**src/rtl/weight_loader_pkg.sv**
```systemverilog
// Shared definitions for the weight SRAM fill path: geometry, region map,
// loader state encoding and the running checksum helper.
package weight_loader_pkg;

    localparam int WGT_WORD_W         = 72;
    localparam int WGT_DEPTH          = 576;
    localparam int WGT_ADDR_W         = 10;
    localparam int WGT_BYTES_PER_WORD = 9;

    // Region base addresses inside the weight SRAM
    localparam logic [WGT_ADDR_W-1:0] WGT_CONV1_BASE   = 10'd0;
    localparam logic [WGT_ADDR_W-1:0] WGT_CONV2_BASE   = 10'd288;
    localparam logic [WGT_ADDR_W-1:0] WGT_CONV3_BASE   = 10'd352;
    localparam logic [WGT_ADDR_W-1:0] WGT_FC_W_BASE    = 10'd480;
    localparam logic [WGT_ADDR_W-1:0] WGT_FC_BIAS_BASE = 10'd544;

    typedef enum logic [2:0] {
        ST_IDLE  = 3'd0,
        ST_LOAD  = 3'd1,
        ST_CHECK = 3'd2,
        ST_DONE  = 3'd3,
        ST_ERR   = 3'd4
    } wl_state_e;

    // Modulo-256 running sum used as the load checksum
    function automatic logic [7:0] csum_add(input logic [7:0] acc, input logic [7:0] b);
        return acc + b;
    endfunction

endpackage

```
**src/rtl/weight_loader_byte_packer.sv**
```systemverilog
// Packs accepted bytes little-endian into one wide word and presents the
// finished word, with a one-cycle valid, on the cycle after its last byte.
module weight_loader_byte_packer #(
    parameter int BYTES = 9
) (
    input  logic                 clk,
    input  logic                 rst_n,
    input  logic                 clr,
    input  logic                 byte_valid,
    input  logic [7:0]           byte_data,
    output logic                 last_byte,
    output logic                 word_valid,
    output logic [8*BYTES-1:0]   word
);

    localparam int              CNT_W    = $clog2(BYTES);
    localparam logic [CNT_W-1:0] LAST_CNT = CNT_W'(BYTES - 1);

    logic [CNT_W-1:0]   byte_cnt_r;
    logic [8*BYTES-1:0] shift_r;
    logic [8*BYTES-1:0] word_r;
    logic               word_valid_r;

    assign last_byte  = (byte_cnt_r == LAST_CNT);
    assign word_valid = word_valid_r;
    assign word       = word_r;

    // Shift bytes in from the top so byte 0 ends in the low lane; latch the word on its last byte
    always_ff @(posedge clk or negedge rst_n) begin
        if (!rst_n) begin
            byte_cnt_r   <= {CNT_W{1'b0}};
            shift_r      <= {(8*BYTES){1'b0}};
            word_r       <= {(8*BYTES){1'b0}};
            word_valid_r <= 1'b0;
        end else if (clr) begin
            byte_cnt_r   <= {CNT_W{1'b0}};
            shift_r      <= {(8*BYTES){1'b0}};
            word_valid_r <= 1'b0;
        end else begin
            word_valid_r <= 1'b0;
            if (byte_valid) begin
                shift_r <= {byte_data, shift_r[8*BYTES-1:8]};
                if (last_byte) begin
                    byte_cnt_r   <= {CNT_W{1'b0}};
                    word_r       <= {byte_data, shift_r[8*BYTES-1:8]};
                    word_valid_r <= 1'b1;
                end else begin
                    byte_cnt_r <= byte_cnt_r + CNT_W'(1);
                end
            end
        end
    end

endmodule

```
**src/rtl/weight_loader.sv**
```systemverilog
// Weight SRAM fill stage: streams host bytes into 72-bit SRAM words, verifies
// a trailing checksum byte and reports loaded (sta) or corrupted (err).
module weight_loader
    import weight_loader_pkg::*;
#(
    parameter int DEPTH          = WGT_DEPTH,
    parameter int BYTES_PER_WORD = WGT_BYTES_PER_WORD,
    parameter int ADDR_W         = WGT_ADDR_W
) (
    input  logic                        clk,
    input  logic                        rst_n,
    input  logic                        start,
    input  logic                        in_valid,
    input  logic [7:0]                  in_data,
    output logic                        in_ready,
    output logic                        write_en,
    output logic [ADDR_W-1:0]           addr_w,
    output logic [8*BYTES_PER_WORD-1:0] data_w,
    output logic                        sta,
    output logic                        err,
    output logic                        busy
);

    // One extra bit so the word counter never wraps after the final word
    localparam logic [ADDR_W:0] LAST_WORD = (ADDR_W+1)'(DEPTH - 1);

    wl_state_e          state_r;
    logic [ADDR_W:0]    word_cnt_r;
    logic [ADDR_W-1:0]  addr_w_r;
    logic [7:0]         sum_r;
    logic               sta_r;
    logic               err_r;
    logic               busy_r;

    logic               in_ready_s;
    logic               start_ok_s;
    logic               load_acc_s;
    logic               chk_acc_s;
    logic               last_byte_s;
    logic               word_valid_s;
    logic [8*BYTES_PER_WORD-1:0] word_s;

    // Decode host readiness from the current state
    always_comb begin
        in_ready_s = 1'b0;
        case (state_r)
            ST_LOAD, ST_CHECK: in_ready_s = 1'b1;
            default:           in_ready_s = 1'b0;
        endcase
    end

    assign start_ok_s = start && ((state_r == ST_IDLE) || (state_r == ST_DONE) || (state_r == ST_ERR));
    assign load_acc_s = in_valid && (state_r == ST_LOAD);
    assign chk_acc_s  = in_valid && (state_r == ST_CHECK);

    weight_loader_byte_packer #(
        .BYTES (BYTES_PER_WORD)
    ) u_packer (
        .clk        (clk),
        .rst_n      (rst_n),
        .clr        (start_ok_s),
        .byte_valid (load_acc_s),
        .byte_data  (in_data),
        .last_byte  (last_byte_s),
        .word_valid (word_valid_s),
        .word       (word_s)
    );

    // Load sequencing: address counting, checksum accumulation and status flags
    always_ff @(posedge clk or negedge rst_n) begin
        if (!rst_n) begin
            state_r    <= ST_IDLE;
            word_cnt_r <= {(ADDR_W+1){1'b0}};
            addr_w_r   <= {ADDR_W{1'b0}};
            sum_r      <= 8'd0;
            sta_r      <= 1'b0;
            err_r      <= 1'b0;
            busy_r     <= 1'b0;
        end else begin
            case (state_r)
                ST_IDLE, ST_DONE, ST_ERR: begin
                    if (start_ok_s) begin
                        state_r    <= ST_LOAD;
                        word_cnt_r <= {1'b0, WGT_CONV1_BASE};
                        sum_r      <= 8'd0;
                        sta_r      <= 1'b0;
                        err_r      <= 1'b0;
                        busy_r     <= 1'b1;
                    end else begin
                        busy_r <= 1'b0;
                    end
                end
                ST_LOAD: begin
                    if (load_acc_s) begin
                        sum_r <= csum_add(sum_r, in_data);
                        if (last_byte_s) begin
                            addr_w_r   <= word_cnt_r[ADDR_W-1:0];
                            word_cnt_r <= word_cnt_r + (ADDR_W+1)'(1);
                            if (word_cnt_r == LAST_WORD) begin
                                state_r <= ST_CHECK;
                            end else begin
                                state_r <= ST_LOAD;
                            end
                        end else begin
                            word_cnt_r <= word_cnt_r;
                        end
                    end else begin
                        sum_r <= sum_r;
                    end
                end
                ST_CHECK: begin
                    if (chk_acc_s) begin
                        busy_r <= 1'b0;
                        if (in_data == sum_r) begin
                            state_r <= ST_DONE;
                            sta_r   <= 1'b1;
                        end else begin
                            state_r <= ST_ERR;
                            err_r   <= 1'b1;
                        end
                    end else begin
                        busy_r <= 1'b1;
                    end
                end
                default: begin
                    state_r <= ST_IDLE;
                    busy_r  <= 1'b0;
                end
            endcase
        end
    end

    assign in_ready = in_ready_s;
    assign write_en = word_valid_s;
    assign data_w   = word_s;
    assign addr_w   = addr_w_r;
    assign sta      = sta_r;
    assign err      = err_r;
    assign busy     = busy_r;

endmodule

```
**config.mk**
```make
export PLATFORM = sky130hd
export DESIGN_NAME = weight_loader
export DESIGN_NICKNAME = d
export VERILOG_FILES = /design/src/rtl/weight_loader_pkg.sv /design/src/rtl/weight_loader_byte_packer.sv /design/src/rtl/weight_loader.sv
export SDC_FILE = /design/constraint.sdc
export NUM_CORES = 1
export LEC_CHECK = 0
export BUFFER_PORTS_ARGS = -buffer_cell sky130_fd_sc_hd__buf_2
export CAP_MARGIN = 20
export CORE_MARGIN = 2
export CORE_UTILIZATION = 30
export DETAILED_ROUTE_END_ITERATION = 10
export RECOVER_POWER = 100
export SETUP_SLACK_MARGIN = 0.15
export SYNTH_ARGS = -nofsm -noshare
export SYNTH_HDL_FRONTEND = slang
export SYNTH_SLANG_ARGS = --single-unit
```
**constraint.sdc**
```tcl
create_clock -name clk -period 3.9 [get_ports clk]
set_input_delay 0 -clock clk [delete_from_list [all_inputs] [get_ports clk]]
set_output_delay 0 -clock clk [all_outputs]
set_load 0.05 [all_outputs]
```
==> results by group <==
Timing
  – # setup viols final: 0
  – Final worst slack: 974 ps
  – Worst Max-Slew Pin Slew: 2330 ps
  – Final clock skew: 14.4 ps
  – Slew headroom: -55.1%
  – Final Cycle Share: 75.0%
  – Fin crit period: 2930 ps
  – Setup TNS: 0 ps
  – RSZ-0062 raised after global routing: no
  – Fin. Hold Viols: 0
  – Max Freq: 0.342 GHz
  – Slew Limit Fails: 92

Flow run
  – Max cap viols: 1

Die
  – Initial Util: 30.8%
  – Die area: 24700 um^2
  – Die width: 157 um
  – # rows: 55
  – Core area: 22800 um^2
  – Io pins: 99
  – Chip height: 157 um

Layout
  – # diodes: 0
  – Area Growth Syn to Fin: 19.9%
  – # nets final: 793
  – Util after Layout: 36.9%
  – Share of cells above drive strength 1: 6.64%

CTS
  – Clock slew seen by the registers of the worst setup and hold paths: 70 ps
  – Inserted Clock Buffers: 17
  – CTS root buf: clkbuf_16
  – TritonCTS clock tree: yes
  – Clock buffer depth: 2
  – Post_cts resized: 0
  – H-tree depth: 4
  – # clock sinks: 176
  – Clock Latency Late Sink: 440 ps

Pwr
  – Switching Share: 40.0%
  – Clock power share: 29.1%
  – Peak VDD IR: 0.395 mV
  – Switching Power: 2460 uW
  – Cell Int Power: 3690 uW
  – Lkg Pwr: 0.00420 uW
  – Sequential power share: 40.7%
  – Power density over cell area: 730 nW/um^2
  – Comb power frac: 30.2%

Placement
  – PortBufs: 98
  – Post-DP HPWL: 10.0 mm
  – GP Congestion: 0.721
  – Dpl ws: 1550 ps

Min path
  – Hold Crit Class: input port to flop

Synth
  – Primary FF master, synth: dfrtp_1
  – Register area share after synthesis: 62.7%
  – Synth warnings: 0
  – Most instantiated library cell after synthesis: nand2_1
  – Cells after synthesis: 676
  – Seq cells post-synth: 176
  – Number of distinct library cells after synthesis: 44
  – Area contributors post-synth: dfrtp_1, nand2_1, a22o_1, ha_1, clkbuf_1
  – Syn nets: 699
  – Syn Std Cell Area: 7030 um^2
  – Post-synth top cells: nand2_1, dfrtp_1, a22o_1
  – Mean area per synthesized cell: 10.4 um^2
  – Post-synth top area share: 62.7%
  – EDFF count, synth: 0
  – Ys async rst share: 100%
  – Top cell type by total area after synthesis: dfrtp_1

Setup path
  – Critical path class: flop to flop
  – WP data required: 4270 ps
  – CP Launch Type: flop
  – Worst setup EP type: flop
  – CP arrival: 3300 ps
  – CP Max Fanout: 29

Status
  – Failing checks: max-capacitance violations, max-slew violations
  – Status: finished with violations

Global routing
  – Vias in the first global route: 4821
  – First-pass GRT wire length: 26.4 mm
  – Antenna violations before repair: 0
  – Largest net degree at the start of global routing: 93
  – GRT Total Usage: 13.9%
  – Overflow after GRT: 0

Routing
  – Initial DRT Pass Iterations: 4
  – Via Count: 5051
  – Vias/cell: 4.61
  – DRC violations left: 0
  – Initial DRC Count: 249
  – Per-cell routed wire length: 14.8 um
  – Total Routed Length: 16.3 mm
  – Routed Antenna Nets: 0
final cells by class:
class | instances | area, um^2
Clock buffer | 19 | 433
Multi-Input combinational cell | 453 | 2430
Sequential cell | 176 | 4400
Fill cell | 2361 | 14400
Tap cell | 313 | 392
Inverter | 7 | 27.5
Clock inverter | 13 | 174
Timing Repair Buffer | 115 | 559
state kept, by name, indices dropped and copies added (netlist names):
signal               cells
addr_w                  10
busy                     1
err                      1
sta                      1
state_r                  3
sum_r                    8
u_packer.byte_cnt_r      4
u_packer.shift_r        64
u_packer.word           72
u_packer.word_valid      1
word_cnt_r              11
per-stage QoR:
stage | hold slack (ps) | cell area (um^2) | power [uW] | instances
after global placement | 148 | 7830 | 4450 | 1053
after global routing | 374 | 8420 | 6510 | 1096
after CTS | 250 | 8550 | 6300 | 1096
final | 352 | 8420 | 6150 | 1096
after detailed placement | 139 | 7830 | 4480 | 1053
after floorplan | -296 | 7030 | 3960 | 676
kinds of logic after synthesis:
| group | count (synthesis) | synth area share (%) |
|---|---|---|
| and+or+nand+nor | 311 | 18.0 |
| DFF | 176 | 62.7 |
| AOI/OAI and AO/OA | 116 | 12.5 |
| buffers and inverters | 47 | 2.88 |
| xor gates and xnor gates | 15 | 1.87 |
| adders and majority gates | 11 | 2.07 |
final timing paths:
path | depth (start not counted) | to | slack (ps) | start
worst min register to register | 2 | u_packer.word[5]$_DFFE_PN0P_ | 470 | u_packer.shift_r[13]$_DFFE_PN0P_
worst max-delay path | 7 | u_packer.word[41]$_DFFE_PN0P_ | 970 | state_r[0]$_DFFE_PN0P_
worst min-delay path | 4 | u_packer.word[64]$_DFFE_PN0P_ | 350 | in_data[0]
min in group asynchronous | 2 | u_packer.word[3]$_DFFE_PN0P_ | 770 | rst_n
max in group asynchronous | 2 | u_packer.shift_r[40]$_DFFE_PN0P_ | 1730 | rst_n
worst max register to register | 7 | u_packer.word[41]$_DFFE_PN0P_ | 970 | state_r[0]$_DFFE_PN0P_
layer usage:
metal / vias to the layer above / part of all wire [%] / wire (um) / track usage, %
li1: 2464 / - / - / -
met1: 2477 / 49 / 8010 / 19.4
met2: 97 / 47 / 7570 / 21.3
met3: 13 / 3.2 / 520 / 3.50
met4: 0 / 1.1 / 174 / 4.29
met5: - / 0 / 0 / 0
power groups by stage:
stage / clock network, uW / registers [uW] / logic (uW)
floorplan: 0 / 3360 / 606
global placement: 0 / 2530 / 1920
detailed placement: 0 / 2530 / 1950
CTS: 1840 / 2500 / 1960
global route: 1920 / 2560 / 2020
finish: 1790 / 2500 / 1860
worst max-delay path: stages, from the launching register on:
cell and delay [ps]:
dfrtp_1 550, nor2b_1 510, nand3b_4 180, or2_4 280, clkinvlp_2 460, clkbuf_2 610, nand2_1 170, nand2_1 90
cell usage in the layout, fill, tap and decap left out, types with 3 or more instances in the layout:
| master | count |
|---|---|
| clkbuf_16 | 17 |
| buf_4 | 3 |
| nand4_1 | 6 |
| xnor2_1 | 7 |
| inv_1 | 6 |
| buf_2 | 10 |
| a22o_1 | 68 |
| nor3_1 | 4 |
| a21o_1 | 3 |
| dlygate4sd3_1 | 11 |
| nor2_1 | 15 |
| ha_1 | 10 |
| nand3_1 | 3 |
| or3_1 | 4 |
| dfrtp_1 | 176 |
| o21ai_0 | 17 |
| xor2_1 | 8 |
| nand2_1 | 265 |
| bufinv_16 | 3 |
| a21oi_1 | 16 |
| inv_6 | 4 |
| clkbuf_1 | 89 |
timing repair:
| action | 4_1_cts | 5_1_grt |
|---|---|---|
| hold buffers | 11 | 0 |
| setup buffers | 0 | 0 |
| hold endpoints to repair | 113 | 0 |
No activity file was read; power rests on OpenSTA's default activity.
